==> src/rtl/ldpc_pkg.sv <==
// Shared types for the LDPC iteration scheduler: FSM state encoding,
// engine phase ids, default widths/limits and a state->phase decoder.
package ldpc_pkg;

    localparam int ITER_W_DEF     = 4;
    localparam int WDOG_W_DEF     = 12;
    localparam int WDOG_LIMIT_DEF = 4000;

    typedef enum logic [2:0] {
        ST_IDLE  = 3'd0,
        ST_LOAD  = 3'd1,
        ST_CNP   = 3'd2,
        ST_GAP_C = 3'd3,
        ST_VNP   = 3'd4,
        ST_GAP_V = 3'd5,
        ST_OUT   = 3'd6,
        ST_DONE  = 3'd7
    } state_e;

    // Which engine owns the message RAM in a given state.
    typedef enum logic [2:0] {
        PH_NONE = 3'd0,
        PH_LOAD = 3'd1,
        PH_CNP  = 3'd2,
        PH_VNP  = 3'd3,
        PH_OUT  = 3'd4
    } phase_e;

    function automatic phase_e phase_of(input state_e s);
        phase_e p;
        case (s)
            ST_LOAD: p = PH_LOAD;
            ST_CNP:  p = PH_CNP;
            ST_VNP:  p = PH_VNP;
            ST_OUT:  p = PH_OUT;
            default: p = PH_NONE;
        endcase
        return p;
    endfunction

    function automatic logic is_run(input state_e s);
        return phase_of(s) != PH_NONE;
    endfunction

endpackage

==> src/rtl/ldpc_phase_wdog.sv <==
// Per-phase watchdog: saturating cycle counter with clear/enable.
// Ports: clk, rst (async high), clr (zero count), en (count this cycle),
//        expired (high during the WDOG_LIMIT-th counted cycle and after).
module ldpc_phase_wdog #(
    parameter int WDOG_W     = 12,
    parameter int WDOG_LIMIT = 4000
) (
    input  logic clk,
    input  logic rst,
    input  logic clr,
    input  logic en,
    output logic expired
);

    localparam logic [WDOG_W-1:0] LIM    = WDOG_W'(WDOG_LIMIT);
    localparam logic [WDOG_W-1:0] LIM_M1 = WDOG_W'(WDOG_LIMIT - 1);

    logic [WDOG_W-1:0] cnt_q;
    logic [WDOG_W-1:0] cnt_d;

    always_comb begin
        cnt_d = cnt_q;
        if (clr) begin
            cnt_d = '0;
        end else if (en && (cnt_q != LIM)) begin
            cnt_d = cnt_q + 1'b1;
        end
    end

    // cnt_q holds cycles already spent, so the current cycle is the
    // LIMIT-th one when cnt_q reaches LIMIT-1.
    assign expired = (cnt_q >= LIM_M1);

    always_ff @(posedge clk or posedge rst) begin
        if (rst) begin
            cnt_q <= '0;
        end else begin
            cnt_q <= cnt_d;
        end
    end

endmodule

==> src/rtl/ldpc_iter_ctrl.sv <==
// LDPC iteration scheduler: LOAD -> (CNP -> VNP) x max -> OUT -> DONE,
// handing the shared message RAM to one engine at a time.
// Ports: clk, rst (async high), ce (global enable; gates *_on and dec_done),
//   frame_start/ready/cfg_max_iter (frame request), <eng>_on/<eng>_finish
//   for load/cnp/vnp/out engines, parity_ok (with vnp_finish),
//   iter_cnt, dec_done/dec_ok/dec_err (frame result).
// Build option: EARLY_TERM_EN stops iterating once parity is satisfied.
module ldpc_iter_ctrl
    import ldpc_pkg::*;
#(
    parameter int ITER_W     = ITER_W_DEF,
    parameter int WDOG_W     = WDOG_W_DEF,
    parameter int WDOG_LIMIT = WDOG_LIMIT_DEF
) (
    input  logic              clk,
    input  logic              rst,
    input  logic              ce,
    input  logic              frame_start,
    output logic              ready,
    input  logic [ITER_W-1:0] cfg_max_iter,
    output logic              load_on,
    input  logic              load_finish,
    output logic              cnp_on,
    input  logic              cnp_finish,
    output logic              vnp_on,
    input  logic              vnp_finish,
    input  logic              parity_ok,
    output logic              out_on,
    input  logic              out_finish,
    output logic [ITER_W-1:0] iter_cnt,
    output logic              dec_done,
    output logic              dec_ok,
    output logic              dec_err
);

    localparam logic [ITER_W-1:0] ONE = ITER_W'(1);

    state_e            state_q, state_d;
    logic [ITER_W-1:0] iter_q, iter_d;
    logic [ITER_W-1:0] max_q, max_d;
    logic              ok_q, ok_d;
    logic              err_q, err_d;
    logic              done_q, done_d;
    logic              ready_q, ready_d;
    logic              load_on_q, load_on_d;
    logic              cnp_on_q, cnp_on_d;
    logic              vnp_on_q, vnp_on_d;
    logic              out_on_q, out_on_d;
    logic              fin;
    logic              expired;
    logic              early_stop;

`ifdef EARLY_TERM_EN
    assign early_stop = ok_q;
`else
    assign early_stop = 1'b0;
`endif

    ldpc_phase_wdog #(
        .WDOG_W     (WDOG_W),
        .WDOG_LIMIT (WDOG_LIMIT)
    ) u_wdog (
        .clk     (clk),
        .rst     (rst),
        .clr     (ce && (state_d != state_q)),
        .en      (ce && is_run(state_q)),
        .expired (expired)
    );

    always_comb begin
        state_d = state_q;
        iter_d  = iter_q;
        max_d   = max_q;
        ok_d    = ok_q;
        err_d   = err_q;
        fin     = 1'b0;
        if (ce) begin
            unique case (state_q)
                ST_IDLE: begin
                    if (frame_start) begin
                        state_d = ST_LOAD;
                        max_d   = (cfg_max_iter == '0) ? ONE : cfg_max_iter;
                        iter_d  = '0;
                        ok_d    = 1'b0;
                        err_d   = 1'b0;
                    end
                end
                ST_LOAD: begin
                    fin = load_finish;
                    if (fin) state_d = ST_CNP;
                end
                ST_CNP: begin
                    fin = cnp_finish;
                    if (fin) state_d = ST_GAP_C;
                end
                ST_GAP_C: state_d = ST_VNP;
                ST_VNP: begin
                    fin = vnp_finish;
                    if (fin) begin
                        state_d = ST_GAP_V;
                        iter_d  = iter_q + ONE;
                        ok_d    = parity_ok;
                    end
                end
                ST_GAP_V: begin
                    if ((iter_q == max_q) || early_stop) begin
                        state_d = ST_OUT;
                    end else begin
                        state_d = ST_CNP;
                    end
                end
                ST_OUT: begin
                    fin = out_finish;
                    if (fin) state_d = ST_DONE;
                end
                ST_DONE: state_d = ST_IDLE;
                default: state_d = ST_IDLE;
            endcase
            // A finish arriving on the expiry cycle still completes the phase.
            if (is_run(state_q) && !fin && expired) begin
                state_d = ST_DONE;
                err_d   = 1'b1;
                ok_d    = 1'b0;
            end
        end
    end

    // Registered outputs decode the next state so enables are high from
    // the first cycle of a phase and low the cycle after its finish.
    always_comb begin
        load_on_d = (phase_of(state_d) == PH_LOAD);
        cnp_on_d  = (phase_of(state_d) == PH_CNP);
        vnp_on_d  = (phase_of(state_d) == PH_VNP);
        out_on_d  = (phase_of(state_d) == PH_OUT);
        done_d    = (state_d == ST_DONE);
        ready_d   = (state_d == ST_IDLE);
    end

    always_ff @(posedge clk or posedge rst) begin
        if (rst) begin
            state_q   <= ST_IDLE;
            iter_q    <= '0;
            max_q     <= ONE;
            ok_q      <= 1'b0;
            err_q     <= 1'b0;
            done_q    <= 1'b0;
            ready_q   <= 1'b1;
            load_on_q <= 1'b0;
            cnp_on_q  <= 1'b0;
            vnp_on_q  <= 1'b0;
            out_on_q  <= 1'b0;
        end else begin
            state_q   <= state_d;
            iter_q    <= iter_d;
            max_q     <= max_d;
            ok_q      <= ok_d;
            err_q     <= err_d;
            done_q    <= done_d;
            ready_q   <= ready_d;
            load_on_q <= load_on_d;
            cnp_on_q  <= cnp_on_d;
            vnp_on_q  <= vnp_on_d;
            out_on_q  <= out_on_d;
        end
    end

    assign ready    = ready_q;
    assign load_on  = load_on_q & ce;
    assign cnp_on   = cnp_on_q & ce;
    assign vnp_on   = vnp_on_q & ce;
    assign out_on   = out_on_q & ce;
    assign dec_done = done_q & ce;
    assign iter_cnt = iter_q;
    assign dec_ok   = ok_q;
    assign dec_err  = err_q;

endmodule

==> config.mk <==
export PLATFORM = sky130hd
export DESIGN_NAME = ldpc_iter_ctrl
export DESIGN_NICKNAME = d
export VERILOG_FILES = /design/src/rtl/ldpc_pkg.sv /design/src/rtl/ldpc_phase_wdog.sv /design/src/rtl/ldpc_iter_ctrl.sv
export SDC_FILE = /design/constraint.sdc
export NUM_CORES = 1
export LEC_CHECK = 0
export CAP_MARGIN = 20
export CORE_ASPECT_RATIO = 0.7
export CORE_UTILIZATION = 45
export CTS_CLUSTER_DIAMETER = 200
export DETAILED_ROUTE_END_ITERATION = 10
export PLACE_DENSITY = 0.78
export SETUP_SLACK_MARGIN = 0.15
export SLEW_MARGIN = 20
export SYNTH_ARGS = -nofsm -noshare
export SYNTH_HDL_FRONTEND = slang
export SYNTH_SLANG_ARGS = --single-unit
==> constraint.sdc <==
create_clock -name clk -period 3.1 [get_ports clk]
set_input_delay 0.31 -clock clk [delete_from_list [all_inputs] [get_ports clk]]
set_output_delay 0.31 -clock clk [all_outputs]
set_load 0.02 [all_outputs]
==> impl_metrics.ini <==
[floorplanning]
start_util_pct = 47.18
io_pins = 25
dieArea_sq_um = 4377
core_sq_um = 3923
die_x_um = 78.65
die_h_um = 55.65
fp-row-count = 19

[yosys]
synth-edff-count = 0
netlist_area_sq_um = 1851
syn-num-nets = 199
async_reset_ff_share_pct = 100.0
avgSynthCellArea_sq_um = 10.11
synth_cell_types = 57
synth-main-ff-cell = dfrtp_1
yosysWarnings = 0
syn_inst = 183
ys_ff_latch = 31
yosysSeqAreaShare_pct = 42.06

[timing]
worst_pin_slew_ns = 0.5939
rsz0062_at_grt = no
slew-limit-headroom_pct = 60.28
setup_viol_count_final = 0
max_freq_mhz = 437.3
drv_slew = 0
fin_crit_sh_pct = 73.77
min_period_ns = 2.287
tns_ns = 0
finalHoldViolCount = 0
setup_ws_ns = 0.8131
whs_ns = 0.4132
skew_ns = 0.005247

[setup_path]
crit_path_end = load_on
critPathSlowestCell = clkdlybuf4s50_1
worstSetupStartpoint = ce
worst_setup_path_end_kind = primary output
path_common_cell = clkdlybuf4s50_1
r2r_cells = 4
path_max_fanout = 18
reg2reg_to = ready
crit_type = in2out
crit_required_ns = 2.79
r2r_slack_ns = 1.07
r2r-start = state_q[2]
start_kind = input port
slowest_delay_ns = 0.85
crit_arrival_ns = 1.98
worstPathCellList = clkdlybuf4s50_1 -> and2_1 -> clkdlybuf4s50_1

[cts]
clockBufferDepth = 2
clk_latency_ns = 0.28
cts_tree = yes
cts_buffers = 5
cts_max_level = 2
cts.hold.buffers_added = 0
cts_sinks = 31
postCtsSetupBuffers = 0
cts.clk_slew.worst_paths_ns = 0.07
root_buffer = clkbuf_8
cts_resized = 0

[global_route]
grt_overflow = 0
antenna_found_initial = 0
grt_pass1_wl_um = 6617
first_global_vias = 1340
grt_max_degree = 32
grt_use_total_pct = 19.90

[job]
max_cap_viol_count = 0

[layout]
fin_nets = 225
drive_gt1_share_pct = 13.81
antennaDiodeCount = 0
ff_latch_area_sq_um = 778.2
area_delta_synth_final_pct = 21.37
multi_input_comb_area_sq_um = 1007
fill_cells = 341

[placement]
place_congestion = 0.7982
io_buffers = 24
dp_slack_ns = 0.7376
dp_hpwl_um = 2749

[drt]
drt_wl_total_um = 3868
vias_per_cell = 5.695
drc = 0
detail-route-antenna-nets = 0
dr.pass1.iters = 4
num_vias = 1492
drt_first_iter_violations = 112
wl_per_cell_um = 14.76

[status]
status = completed

[power_and_ir_drop]
irDropWorstVdd_mv = 0.4785
power_density_nw_per_um2 = 791.8
total_leakage_power_nw = 0.9196

[worst_hold_path]
hold_class = in2async
synth_stat cells (3+ instances only):
cell / count / area, sq um
nand3_1: 9 / 45.04
o21ai_1: 3 / 15.01
dfrtp_1: 29 / 725.7
and2_1: 8 / 50.05
and4_1: 3 / 26.28
nor4_1: 4 / 25.02
inv_1: 5 / 18.77
ha_1: 3 / 37.54
xor2_1: 3 / 26.28
a21oi_1: 8 / 40.04
mux2_1: 3 / 33.78
a21oi_2: 3 / 26.28
or3_1: 3 / 18.77
or4_1: 4 / 30.03
xnor2_1: 5 / 43.79
and3_1: 7 / 43.79
nand4_1: 5 / 31.28
o31ai_1: 5 / 37.54
nor2_1: 8 / 30.03
nand2_1: 11 / 41.29
buf_2: 4 / 20.02
o21ai_0: 8 / 40.04
how the worst min path moves through the flow:
stage | slack (ns) | end
after floorplan | 0.41 | cnp_on_q
after global placement | 0.47 | dec_err
after detailed placement | 0.47 | dec_err
after CTS | 0.42 | done_q
after global routing | 0.44 | done_q
final | 0.41 | u_wdog.cnt_q[3]
critical path, delay by kind of cell:
| family | cells | cell delay, ns |
|---|---|---|
| buffers and inverters | 2 | 1.45 |
| AND/OR/NAND/NOR | 1 | 0.22 |
metrics by stage:
| stage | std cells | utilization (%) | instance area (sq um) | total power [mW] |
|---|---|---|---|---|
| floorplan | 183 | - | 1851 | 1.175 |
| global placement | 254 | 54.26 | 2128 | 1.343 |
| detailed placement | 254 | 54.26 | 2128 | 1.362 |
| CTS | 262 | 57.26 | 2246 | 1.784 |
| global route | 262 | 57.26 | 2246 | 1.907 |
| finish | 262 | 57.26 | 2246 | 1.778 |
layer usage:
metal | up-vias | track usage, % | part of all wire [%]
met2 | 43 | 26.46 | 40
met4 | 0 | 6.349 | 1.3
met3 | 6 | 4.754 | 5.0
met5 | - | 0 | 0
met1 | 703 | 31.36 | 54
li1 | 740 | - | -
where the power goes:
part | leakage [nW] | internal [mW] | switching (mW) | total, mW
registers | 0.408 | 0.514 | 0.158 | 0.672
clock network | 0.0612 | 0.260 | 0.156 | 0.415
logic | 0.450 | 0.320 | 0.370 | 0.691
total | 0.920 | 1.09 | 0.684 | 1.78
cell families (layout without fill, tap and decap cells):
| kind of cell | Yosys count | in the layout | synth area share [%] |
|---|---|---|---|
| compound gates | 43 | 43 | 17.04 |
| xor+xnor | 8 | 8 | 3.786 |
| fa+ha+maj | 3 | 3 | 2.029 |
| buf+inv | 13 | 40 | 3.516 |
| flops | 31 | 31 | 42.06 |
| mux | 6 | 6 | 3.516 |
| simple gates | 79 | 79 | 28.06 |
flip-flops by register name (all words and copies together), names as in the netlist:
name,count
vnp_on_q,1
max_q,4
u_wdog.cnt_q,12
dec_err,1
cnp_on_q,1
iter_cnt,4
state_q,3
dec_ok,1
ready,1
load_on_q,1
out_on_q,1
done_q,1
cell type report:
class,instances,share of cell area (%)
Clock inverter,2,1.560
Tap cell,52,2.897
Multi-Input combinational cell,139,44.85
Timing Repair Buffer,26,11.36
Inverter,6,1.003
Sequential cell,31,34.65
Clock buffer,6,3.677
cell usage in the layout, fill, tap and decap left out, types with 3 or more instances in the layout:
cell type,synthesis,layout
dfrtp_1,29,29
clkdlybuf4s50_1,0,24
nand2_1,11,11
nand3_1,9,9
and2_1,8,8
nor2_1,8,8
o21ai_0,8,8
a21oi_1,8,8
and3_1,7,7
clkbuf_8,0,6
nand4_1,5,5
inv_1,5,5
o31ai_1,5,5
xnor2_1,5,5
or4_1,4,4
nor4_1,4,4
and4_1,3,3
a21oi_2,3,3
xor2_1,3,3
or3_1,3,3
o21ai_1,3,3
mux2_1,3,3
ha_1,3,3
(Power assumes the default switching activity.)
